### src/rtl/ir_pkg.sv
// Shared IR definitions: state encoding and carrier half-period derivation,
// used by both the transmit and receive sides.
package ir_pkg;

   localparam logic [1:0] S_IDLE  = 2'd0;
   localparam logic [1:0] S_BURST = 2'd1;
   localparam logic [1:0] S_GAP   = 2'd2;

   typedef enum logic [1:0] {
      ST_IDLE  = S_IDLE,
      ST_BURST = S_BURST,
      ST_GAP   = S_GAP
   } state_t;

   // Clock cycles per carrier half-period, truncated toward zero.
   function automatic int half_of(input int clk_hz, input int carrier_hz);
      return clk_hz / (2 * carrier_hz);
   endfunction

   function automatic int max_int(input int a, input int b);
      return (a > b) ? a : b;
   endfunction

endpackage

### src/rtl/ir_carrier_gen.sv
// Carrier phase counter: runs 0..2*HALF-1, reports the carrier level and
// one-cycle ticks at the last high phase (fall) and the last phase (wrap).
module ir_carrier_gen #(
   parameter int HALF = 4
) (
   input  logic clk,
   input  logic rst,
   input  logic clear,
   output logic level,
   output logic fall,
   output logic wrap
);

   localparam int PH_W = $clog2(2 * HALF);
   localparam logic [PH_W-1:0] PH_LAST = PH_W'(2 * HALF - 1);
   localparam logic [PH_W-1:0] PH_FALL = PH_W'(HALF - 1);
   localparam logic [PH_W-1:0] PH_HALF = PH_W'(HALF);

   logic [PH_W-1:0] phase;

   // NOTE: sequential state uses non-blocking assignments so every register
   // samples pre-edge values regardless of process ordering.
   always_ff @(posedge clk) begin
      if (rst || clear)
         phase <= '0;
      else if (phase == PH_LAST)
         phase <= '0;
      else
         phase <= phase + 1'b1;
   end

   assign level = (phase < PH_HALF);
   assign fall  = (phase == PH_FALL);
   assign wrap  = (phase == PH_LAST);

endmodule

### src/rtl/ir_burst_tx.sv
// IR emitter driver: one start pulse sends BURST carrier periods followed by
// GAP silent periods, then pulses done.
module ir_burst_tx
   import ir_pkg::*;
#(
   parameter int CLK_HZ     = 12_000_000,
   parameter int CARRIER_HZ = 38_000,
   parameter int BURST      = 10,
   parameter int GAP        = 10
) (
   input  logic clk,
   input  logic rst,
   input  logic enable,
   input  logic start,
   output logic pin,
   output logic busy,
   output logic done
);

   localparam int HALF = half_of(CLK_HZ, CARRIER_HZ);
   localparam int PW   = $clog2(max_int(BURST, GAP) + 1);
   localparam logic [PW-1:0] BURST_LAST = PW'(BURST - 1);
   localparam logic [PW-1:0] GAP_LAST   = PW'((GAP > 0) ? GAP - 1 : 0);

   if (HALF < 1) begin : g_bad_half
      $error("ir_burst_tx: CLK_HZ/(2*CARRIER_HZ) must be at least 1");
   end
   if (BURST < 1) begin : g_bad_burst
      $error("ir_burst_tx: BURST must be at least 1");
   end
   if (GAP < 0) begin : g_bad_gap
      $error("ir_burst_tx: GAP must not be negative");
   end

   state_t          state, state_d;
   logic [PW-1:0]   period, period_d;
   logic            pin_d, busy_d, done_d;
   logic            level, fall, wrap, clear;

   // Phase restarts at zero whenever the frame is not running or is launched.
   assign clear = (state == ST_IDLE) || (state_d == ST_IDLE);

   ir_carrier_gen #(.HALF(HALF)) u_carrier (
      .clk   (clk),
      .rst   (rst),
      .clear (clear),
      .level (level),
      .fall  (fall),
      .wrap  (wrap)
   );

   // NOTE: every output of this block gets a default first, so no path can
   // leave a signal unassigned and infer a latch.
   always_comb begin
      state_d  = state;
      period_d = period;
      pin_d    = 1'b0;
      done_d   = 1'b0;
      if (!enable) begin
         state_d  = ST_IDLE;
         period_d = '0;
      end else begin
         unique case (state)
            ST_IDLE: begin
               period_d = '0;
               if (start) begin
                  state_d = ST_BURST;
                  pin_d   = 1'b1;
               end
            end
            ST_BURST: begin
               if (wrap) begin
                  if (period == BURST_LAST) begin
                     period_d = '0;
                     if (GAP == 0) begin
                        state_d = ST_IDLE;
                        done_d  = 1'b1;
                     end else begin
                        state_d = ST_GAP;
                     end
                  end else begin
                     period_d = period + 1'b1;
                     pin_d    = 1'b1;
                  end
               end else begin
                  // Pin tracks the level of the phase that follows this edge.
                  pin_d = level & ~fall;
               end
            end
            ST_GAP: begin
               if (wrap) begin
                  if (period == GAP_LAST) begin
                     state_d  = ST_IDLE;
                     period_d = '0;
                     done_d   = 1'b1;
                  end else begin
                     period_d = period + 1'b1;
                  end
               end
            end
            default: begin
               state_d  = ST_IDLE;
               period_d = '0;
            end
         endcase
      end
      busy_d = (state_d != ST_IDLE);
   end

   always_ff @(posedge clk) begin
      if (rst) begin
         state  <= ST_IDLE;
         period <= '0;
         pin    <= 1'b0;
         busy   <= 1'b0;
         done   <= 1'b0;
      end else begin
         state  <= state_d;
         period <= period_d;
         pin    <= pin_d;
         busy   <= busy_d;
         done   <= done_d;
      end
   end

endmodule

### config.mk
export PLATFORM = sky130hd
export DESIGN_NAME = ir_burst_tx
export DESIGN_NICKNAME = d
export VERILOG_FILES = /design/src/rtl/ir_pkg.sv /design/src/rtl/ir_carrier_gen.sv /design/src/rtl/ir_burst_tx.sv
export SDC_FILE = /design/constraint.sdc
export NUM_CORES = 1
export LEC_CHECK = 0
export CAP_MARGIN = 10
export CELL_PAD_IN_SITES_DETAIL_PLACEMENT = 0
export CELL_PAD_IN_SITES_GLOBAL_PLACEMENT = 1
export CORE_MARGIN = 1
export CORE_UTILIZATION = 45
export DETAILED_ROUTE_END_ITERATION = 8
export PLACE_DENSITY_LB_ADDON = 0.08
export SLEW_MARGIN = 5
export SYNTH_ARGS = -nofsm -noshare
export SYNTH_HDL_FRONTEND = slang
export SYNTH_HIERARCHICAL = 1
export SYNTH_SLANG_ARGS = --single-unit
### constraint.sdc
create_clock -name clk -period 5 [get_ports clk]
set_input_delay 1 -clock clk [delete_from_list [all_inputs] [get_ports clk]]
set_output_delay 1 -clock clk [all_outputs]
set_load 0.01 [all_outputs]
==> results.py <==
metrics = {
    "critical_path": {
        "critPathCapture": "u_carrier/phase[5]",
        "r2r_slack_ns": 2.37,
        "crit_start": "u_carrier/phase[2]",
        "worstPathMaxFanout": 8,
        "crit_required_ns": 5.23,
        "reg2reg_depth": 8,
        "regToRegStartpoint": "u_carrier/phase[2]",
        "r2r-end": "u_carrier/phase[5]",
        "arrival_ns": 2.86,
        "critPathCaptureType": "register",
        "path_class": "reg2reg",
        "start_kind": "register",
    },
    "timing": {
        "finClkSkew_ns": 0.00495,
        "fmax_mhz": 380,
        "final-hold-violation-count": 0,
        "hold_ws_ns": 0.515,
        "setup_tns_ns": 0,
        "timing.slew.headroom_pct": 75.1,
        "rsz0062_at_grt": "false",
        "finalSetupViolations": 0,
        "fin_crit_ns": 2.63,
        "worstMarginPinSlew_ns": 0.369,
        "post-route-period-util_pct": 52.6,
        "slew_viol_final": 0,
    },
    "synth": {
        "ys_warn_count": 6,
        "seq_area_frac_synth_pct": 38.7,
        "synth_top_family_by_area": "simple AND/OR/NAND/NOR gates",
        "synthCells": 108,
        "yosysMostFrequentCell": "dfxtp_1",
        "synth_compound_area_share_pct": 17.3,
        "synth_fa_ha_area_share_pct": 9.41,
        "synth-xor-area-share_pct": 4.70,
        "ys_types": 34,
        "synth_area_um2": 931,
        "ys_async_sr_fraction_pct": 0,
        "syn_avg_cell_area_um2": 8.62,
        "synth.area.mux_share_pct": 0,
        "synthTopCellsByCount": "18 x dfxtp_1, 13 x nor2_1",
        "syn_nets": 119,
        "synthSimpleGateAreaFrac_pct": 27.4,
        "ys_ff_latch": 18,
        "synth_ff_type": "dfxtp_1",
        "synth_enable_flop_cells": 0,
        "synth_top_area_share_pct": 38.7,
        "synthTopCellsByArea": "dfxtp_1 39%, ha_1 9.4%, nor2_1 5.2%",
        "synth_largest_area_cell": "dfxtp_1",
    },
    "grt": {
        "grt_pass1_wl_um": 2850,
        "grt_pass1_vias": 694,
        "antenna_found_initial": 0,
        "grt-ovfl-total": 0,
        "track_usage_pct": 18.5,
        "grt_max_degree": 11,
    },
    "power": {
        "p_per_area_mw_per_mm2": 230,
        "peakVddDrop_uv": 151,
        "leakage_nw": 0.338,
    },
    "finish": {
        "fin_area_mm2": 0.00106,
        "finalCoreUtilization_pct": 54.1,
        "drive_gt1_share_pct": 11.0,
        "antenna_cells": 0,
        "final_cells": 145,
        "nets": 130,
        "syn2layout_area_growth_pct": 14.0,
    },
    "floorplanning": {
        "die-area_mm2": 0.00225,
        "die_width_um": 47.5,
        "core_area_mm2": 0.00196,
        "start_util_pct": 47.4,
        "ioPinCount": 7,
        "rows": 16,
        "die_y_um": 47.5,
    },
    "clocking": {
        "cts_setup_buffers": 0,
        "clkTransAtPathRegs_ns": 0.10,
        "cts_max_level": 1,
        "insertion_delay_ns": 0.29,
        "cts-root-buf": "clkbuf_4",
        "clk_path_buf_depth": 2,
        "cts.repair.resized": 0,
        "numCtsBuffers": 3,
        "cts_tree": "built",
        "cts_sinks": 18,
        "cts_hold_buf": 0,
    },
    "route": {
        "drt_iter0_drc": 17,
        "drt_first_pass_iters": 4,
        "vias_per_cell": 5.28,
        "antenna_left": 0,
        "drcViolationCount": 0,
        "wl_per_cell_um": 11.5,
        "vias": 766,
        "drt_wl_total_um": 1670,
    },
    "hold_path": {
        "holdPathStages": 2,
        "hp-class": "reg2reg",
    },
    "placed_design": {
        "hpwl_um": 1320,
        "place_area_mm2": 0.00102,
        "port_buffers": 6,
        "dp.cells": 141,
        "place.gp.congestion": 0.752,
    },
    "run_status": {
        "status": "finished, final reports clean",
    },
    "run": {
        "cap_viol_max_count": 0,
    },
}
[logic make-up after synthesis]
| kind of cell | Yosys count |
|---|---|
| XOR/XNOR | 5 |
| adder cells (fa/ha/maj) | 7 |
| buffers and inverters | 6 |
| flip-flops | 18 |
| AO/OA/AOI/OAI | 24 |
| AND/OR/NAND/NOR | 48 |
[power by group]
part	internal, mW	total, mW	switching (mW)
Combinational	0.00599	0.0112	0.00524
Sequential	0.145	0.145	0.000584
Clock	0.0443	0.0876	0.0433
Total	0.195	0.244	0.0491
[layer usage]
layer  wire length (um)  track usage [%]
met1                754             20.9
met2                840             32.6
met5                  0                0
met3                 64             4.53
met4                 15             8.57
[cell type report]
type / count / area [um^2]
Clock buffer: 4 / 36.3
Fill cell: 207 / 901
Tap cell: 27 / 33.8
Timing Repair Buffer: 6 / 60.1
Multi-Input combinational cell: 84 / 548
Sequential cell: 18 / 360
Inverter: 6 / 22.5
[worst min-delay path by stage]
stage	end	slack, ns	startpoint
2_1_floorplan	u_carrier/phase[0]	0.47	u_carrier/phase[0]
3_3_place_gp	period[3]	0.50	period[3]
3_5_place_dp	period[3]	0.51	period[3]
4_1_cts	period[3]	0.52	period[3]
5_1_grt	period[3]	0.54	period[3]
6_report	period[3]	0.51	period[3]
[metrics by stage]
step                total power, mW  setup slack, ns
finish                        0.244             2.37
global route                  0.254             2.13
CTS                           0.247             2.36
detailed placement            0.160             2.38
global placement              0.160             2.39
floorplan                     0.154             2.61
[placed cells by master (no fill, tap or decap), types with 2 or more instances in the layout]
cell type,count
o21ai_0,7
xor2_1,3
nor2b_1,4
or3_1,3
nand3_1,6
dfxtp_1,18
ha_1,7
xnor2_1,2
or2_2,3
nor2_1,13
nor3_1,2
clkdlybuf4s50_1,6
inv_1,6
a21oi_1,7
clkbuf_4,3
nand2_1,7
[flip-flops by register name, summed over array words and instances, names as in the netlist]
register,count
done,1
busy,1
state,2
pin,1
u_carrier/phase,9
period,4
[critical path, stage by stage, from the launching register on]
cell	delay (ns)
dfxtp_1	0.38
nor4b_1	0.41
and4_1	0.34
nand4b_1	0.16
o21a_1	0.22
a221o_2	0.32
or2_2	0.31
a41o_2	0.30
a21oi_1	0.12
No activity file was read; power rests on OpenSTA's default activity.
